<file path="config.mk">
export PLATFORM = sky130hd
export DESIGN_NAME = nibble_prog_loader_flat
export DESIGN_NICKNAME = d
export VERILOG_FILES = /design/src/rtl/nibble_prog_loader_if.sv /design/src/rtl/nibble_prog_loader.sv /design/src/flat_wrapper.sv
export SDC_FILE = /design/constraint.sdc
export NUM_CORES = 1
export LEC_CHECK = 0
export CORE_AREA = 4 4 65 67
export DETAILED_ROUTE_END_ITERATION = 12
export DIE_AREA = 0 0 69 71
export PLACE_DENSITY = 0.83
export SLEW_MARGIN = 25
export SYNTH_ARGS = -nofsm -noshare
export SYNTH_HDL_FRONTEND = slang
export SYNTH_SLANG_ARGS = --single-unit
</file>
<file path="constraint.sdc">
create_clock -name clock -period 3.36 [get_ports clock]
set_clock_uncertainty 0.1 [all_clocks]
set_input_delay 1.008 -clock clock [delete_from_list [all_inputs] [get_ports clock]]
set_output_delay 1.008 -clock clock [all_outputs]
set_load 0.01 [all_outputs]
</file>
<file path="src/rtl/nibble_prog_loader_if.sv">
// Handshake and program-memory write bus between an instruction source,
// the loader and program memory.
interface nibble_prog_loader_if #(
  parameter int ADDR_W = 4,
  parameter int DATA_W = 24
);
  logic              in_valid;
  logic              in_last;
  logic [2:0]        in_op;
  logic [7:0]        in_x;
  logic [7:0]        in_y;
  logic [3:0]        in_addr;
  logic              in_ready;
  logic              mem_we;
  logic [ADDR_W-1:0] mem_addr;
  logic [DATA_W-1:0] mem_data;

  modport master (
    output in_valid, in_last, in_op, in_x, in_y, in_addr,
    input  in_ready, mem_we, mem_addr, mem_data
  );

  modport slave (
    input  in_valid, in_last, in_op, in_x, in_y, in_addr,
    output in_ready, mem_we, mem_addr, mem_data
  );
endinterface

</file>
<file path="src/rtl/nibble_prog_loader.sv">
// Packs decoded instruction fields into 24-bit words and writes them to
// program memory at sequential addresses, stalling the CPU while loading.
module nibble_prog_loader #(
  parameter int ADDR_W = 4,
  parameter int DEPTH  = 16,
  parameter int DATA_W = 24
) (
  input  logic                 clock,
  input  logic                 reset,
  input  logic                 start,
  nibble_prog_loader_if.slave  bus,
  output logic                 cpu_hold,
  output logic                 done,
  output logic [ADDR_W:0]      word_count
);

  typedef enum logic [1:0] {IDLE, LOAD, DONE} state_t;

  state_t            state_reg, state_next;
  logic [ADDR_W-1:0] wptr_reg;
  logic [ADDR_W:0]   word_count_reg;
  logic              mem_we_reg;
  logic [ADDR_W-1:0] mem_addr_reg;
  logic [DATA_W-1:0] mem_data_reg;
  logic              accept;
  logic              in_ready_int;
  logic              cpu_hold_int;
  logic              done_int;

  always_ff @(posedge clock or negedge reset) begin
    if (!reset) state_reg <= IDLE;
    else        state_reg <= state_next;
  end

  // A start pulse always wins over a beat presented in the same cycle.
  always_comb begin
    state_next   = state_reg;
    in_ready_int = 1'b0;
    cpu_hold_int = 1'b0;
    done_int     = 1'b0;
    accept       = 1'b0;
    case (state_reg)
      IDLE: begin
        if (start) state_next = LOAD;
      end
      LOAD: begin
        cpu_hold_int = 1'b1;
        in_ready_int = !start;
        accept       = bus.in_valid && !start;
        if (!start && accept &&
            (bus.in_last || wptr_reg == ADDR_W'(DEPTH - 1)))
          state_next = DONE;
      end
      DONE: begin
        done_int = 1'b1;
        if (start) state_next = LOAD;
      end
      default: state_next = IDLE;
    endcase
  end

  always_ff @(posedge clock or negedge reset) begin
    if (!reset) begin
      wptr_reg       <= '0;
      word_count_reg <= '0;
      mem_we_reg     <= 1'b0;
      mem_addr_reg   <= '0;
      mem_data_reg   <= '0;
    end else begin
      mem_we_reg <= accept;
      if (start) begin
        wptr_reg       <= '0;
        word_count_reg <= '0;
      end else if (accept) begin
        wptr_reg       <= wptr_reg + 1'b1;
        word_count_reg <= word_count_reg + 1'b1;
      end
      // Address/data hold their last value whenever no write is issued.
      if (accept) begin
        mem_addr_reg <= wptr_reg;
        mem_data_reg <= DATA_W'({bus.in_op, bus.in_x, bus.in_y, bus.in_addr, 1'b0});
      end
    end
  end

  assign bus.in_ready = in_ready_int;
  assign bus.mem_we   = mem_we_reg;
  assign bus.mem_addr = mem_addr_reg;
  assign bus.mem_data = mem_data_reg;
  assign cpu_hold     = cpu_hold_int;
  assign done         = done_int;
  assign word_count   = word_count_reg;

endmodule

</file>
<file path="src/flat_wrapper.sv">
// flat-port wrapper written by rule: the top's interface ports become plain ports
module nibble_prog_loader_flat 
#(
  parameter int ADDR_W = 4,
  parameter int DEPTH  = 16,
  parameter int DATA_W = 24
)
  (clock, reset, start, cpu_hold, done, word_count, bus_in_valid, bus_in_last, bus_in_op, bus_in_x, bus_in_y, bus_in_addr, bus_in_ready, bus_mem_we, bus_mem_addr, bus_mem_data);
  nibble_prog_loader_if #(.ADDR_W(ADDR_W), .DATA_W(DATA_W)) bus_i ();
  input  logic clock;
  input  logic reset;
  input  logic start;
  output logic cpu_hold;
  output logic done;
  output logic [ADDR_W:0] word_count;
  input wire logic [$bits(bus_i.in_valid)-1:0] bus_in_valid;
  input wire logic [$bits(bus_i.in_last)-1:0] bus_in_last;
  input wire logic [$bits(bus_i.in_op)-1:0] bus_in_op;
  input wire logic [$bits(bus_i.in_x)-1:0] bus_in_x;
  input wire logic [$bits(bus_i.in_y)-1:0] bus_in_y;
  input wire logic [$bits(bus_i.in_addr)-1:0] bus_in_addr;
  output wire logic [$bits(bus_i.in_ready)-1:0] bus_in_ready;
  output wire logic [$bits(bus_i.mem_we)-1:0] bus_mem_we;
  output wire logic [$bits(bus_i.mem_addr)-1:0] bus_mem_addr;
  output wire logic [$bits(bus_i.mem_data)-1:0] bus_mem_data;
  assign bus_i.in_valid = bus_in_valid;
  assign bus_i.in_last = bus_in_last;
  assign bus_i.in_op = bus_in_op;
  assign bus_i.in_x = bus_in_x;
  assign bus_i.in_y = bus_in_y;
  assign bus_i.in_addr = bus_in_addr;
  assign bus_in_ready = bus_i.in_ready;
  assign bus_mem_we = bus_i.mem_we;
  assign bus_mem_addr = bus_i.mem_addr;
  assign bus_mem_data = bus_i.mem_data;
  nibble_prog_loader #(.ADDR_W(ADDR_W), .DEPTH(DEPTH), .DATA_W(DATA_W)) u_core (.clock(clock), .reset(reset), .start(start), .bus(bus_i), .cpu_hold(cpu_hold), .done(done), .word_count(word_count));
endmodule
</file>
==> results.json <==
{
  "status": "complete, no violations",
  "synth.distinct_cells": 29,
  "grt_pass1_vias": 1184,
  "worst_skew_pair.late_latency_ns": 0.28,
  "viasPerCell": 4.81,
  "dpl.hpwl_mm": 2.53,
  "yosys_warnings": 0,
  "finalWirelength_mm": 3.44,
  "synth_top_family_by_area": "multiplexers",
  "nets": 212,
  "p_sw_share_pct": 24.9,
  "syn_inst": 117,
  "p_clk_share_pct": 27.5,
  "clockRootBuffer": "clkbuf_8",
  "firstDrtPassIters": 4,
  "numPortBuffers": 63,
  "slew_headroom_pct": 44.6,
  "die-width_um": 69,
  "drv_slew": 0,
  "crit_type": "input port to output port",
  "power.leakage_nw": 1.04,
  "tightest_slew_ns": 0.830,
  "power_frac_comb_pct": 28.3,
  "fill_cells": 281,
  "synth_area_um2": 1650,
  "post_cts_buffers": 0,
  "largest_reg_flops": 23,
  "fin_area_um2": 2410,
  "grt_max_degree": 40,
  "ys_ff_latch": 39,
  "synth_area_leaders": "dfrtp_1 59%, mux2_4 9.1%, mux2_2 7.5%",
  "io-pin-count": 65,
  "yosysTopAreaCellShare_pct": 59.2,
  "finalCriticalPeriod_ns": 3.26,
  "worstPathMaxFanout": 2,
  "dp_slack_ns": 0.0988,
  "start_util_pct": 45.4,
  "core_area_um2": 3630,
  "drt_iter0_drc": 32,
  "finalHoldViolCount": 0,
  "dieArea_um2": 4900,
  "top_layer_used": "met4",
  "cp-start-kind": "input port",
  "drive_gt1_share_pct": 18.6,
  "fin_total_pwr_mw": 1.36,
  "rsz0062_at_grt": "no",
  "dr_wl_met2_mm": 1.76,
  "p_per_area_nw_per_um2": 564,
  "drtAntennaViolNets": 0,
  "power_frac_seq_pct": 44.2,
  "fin_crit_sh_pct": 97.0,
  "synth_compound_area_share_pct": 3.95,
  "grt.overflow.total": 0,
  "antenna_found_initial": 0,
  "synthMuxAreaShare_pct": 20.7,
  "yosys.area.top_type": "dfrtp_1",
  "hp-class": "flop to flop",
  "worstPathRequired_ns": 2.25,
  "finalSetupViolations": 0,
  "fp.dieH_um": 71,
  "timing.setup.tns_ns": 0,
  "grt.total_usage_pct": 15.1,
  "grt_pass1_wl_mm": 5.84,
  "syn_nets": 147,
  "path_clk_slew_ns": 0.07,
  "wl_per_cell_um": 14.9,
  "place_area_um2": 2290,
  "synthAdderAreaFrac_pct": 1.52,
  "power_switching_mw": 0.338,
  "drc": 0,
  "antenna_cells": 0,
  "worstSetupEndpointType": "output port",
  "met3_length_um": 207,
  "row_count": 22,
  "cts_buffer_depth": 2,
  "htree_levels": 2,
  "cts_resized": 0,
  "synthSimpleGateAreaFrac_pct": 8.27,
  "syn_area_per_cell_um2": 14.1,
  "cts_buffers": 5,
  "max_freq_mhz": 307,
  "cts_num_sinks": 39,
  "syn_to_final_growth_pct": 46.0,
  "ir_drop_uv": 284,
  "vias": 1112,
  "intPower_mw": 1.02,
  "cts_hold_buf": 0,
  "arrival_ns": 2.15,
  "postLayoutSetupSlackWorst_ns": 0.0995,
  "ys_seq_area_share_pct": 59.2,
  "cts_tree": "done",
  "wl_met1_mm": 1.42,
  "gp_congestion": 0.721,
  "drv_cap": 0,
  "synth_xor_area_share_pct": 2.12
}
power groups by stage:
| stage | sequential, mW | clock [mW] | combinational [mW] |
|---|---|---|---|
| global placement | 0.603 | 0 | 0.381 |
| floorplan | 0.642 | 0 | 0.128 |
| detailed placement | 0.610 | 0 | 0.388 |
| finish | 0.600 | 0.374 | 0.384 |
| CTS | 0.601 | 0.389 | 0.391 |
| global route | 0.612 | 0.411 | 0.412 |
routing by layer:
| layer | vias to the layer above | track usage, % |
|---|---|---|
| met3 | 2 | 5.26 |
| met1 | 545 | 18.5 |
| met2 | 35 | 24.6 |
| li1 | 530 | - |
| met5 | - | 0 |
| met4 | 0 | 5.86 |
worst paths after layout:
kind	startpoint	to	cells past startpoint	slack, ns
max	start	bus_in_ready	4	0.1
min	u_core.bus.mem_data[9]$_DFFE_PN0P_	u_core.bus.mem_data[9]$_DFFE_PN0P_	1	0.39
max reg2reg	u_core.state_reg[1]$_DFFE_PN0P_	u_core.bus.mem_data[5]$_DFFE_PN0P_	2	1.61
min reg2reg	u_core.bus.mem_data[9]$_DFFE_PN0P_	u_core.bus.mem_data[9]$_DFFE_PN0P_	1	0.39
max in group asynchronous	reset	u_core.state_reg[1]$_DFFE_PN0P_	1	1.91
min in group asynchronous	reset	u_core.bus.mem_data[7]$_DFFE_PN0P_	1	0.72
layout by cell type (no fill, tap or decap), types with 2 or more instances in the layout:
| cell type | synthesis | routed |
|---|---|---|
| dfrtp_1 | 39 | 39 |
| xor2_1 | 4 | 4 |
| nor2_1 | 5 | 5 |
| nand2_1 | 4 | 4 |
| mux2_1 | 6 | 6 |
| ha_1 | 2 | 2 |
| clkdlybuf4s50_1 | 0 | 62 |
| nand4b_1 | 2 | 2 |
| o21ai_0 | 3 | 3 |
| mux2_2 | 11 | 11 |
| nor2b_1 | 2 | 2 |
| nand3_1 | 4 | 4 |
| clkbuf_8 | 0 | 5 |
| inv_1 | 3 | 3 |
| or3_1 | 2 | 2 |
| mux2_4 | 10 | 10 |
| a21oi_1 | 4 | 4 |
| buf_4 | 2 | 2 |
logic make-up after synthesis:
family,Yosys count
adder cells (fa/ha/maj),2
AO/OA/AOI/OAI,11
XOR/XNOR,4
multiplexers,27
AND/OR/NAND/NOR,23
flip-flops,39
other,1
buffers and inverters,10
stage by stage:
step	util (%)	cells	hold WS, ns
2_1_floorplan	-	117	0.413
3_3_place_gp	63.2	223	0.369
3_5_place_dp	63.2	223	0.376
4_1_cts	66.3	231	0.392
5_1_grt	66.3	231	0.427
6_report	66.3	231	0.389
cell usage after synthesis (all sizes together):
| library cell | n |
|---|---|
| and4bb | 1 |
| mux2 | 27 |
| nor2b | 2 |
| and2 | 1 |
| nand3b | 1 |
| nor2 | 5 |
| dfrtp | 39 |
| o21ai | 3 |
| inv | 3 |
| buf | 6 |
| nor4 | 1 |
| nand4b | 2 |
| clkbuf | 1 |
| xor2 | 4 |
| conb | 1 |
| or3 | 2 |
| a31oi | 1 |
| nand2 | 4 |
| nand3 | 4 |
| a21oi | 4 |
| o2bb2ai | 1 |
| a22oi | 1 |
| o21bai | 1 |
| ha | 2 |
critical path, stage by stage:
cell	delay, ns
clkdlybuf4s50_1	0.42
inv_1	0.08
and2_1	0.11
clkdlybuf4s50_1	0.53
area by class of cell:
cell class / count / area, um2 / share of cell area (%)
sequential: 39 / 976 / 40.5
timing repair buffer: 65 / 641 / 26.6
multi-input combinational: 68 / 607 / 25.2
clock buffer: 5 / 68.8 / 2.86
tap: 48 / 60.1 / 2.49
clock inverter: 3 / 43.8 / 1.82
inverter: 3 / 11.3 / 0.468
(Power assumes the default switching activity.)
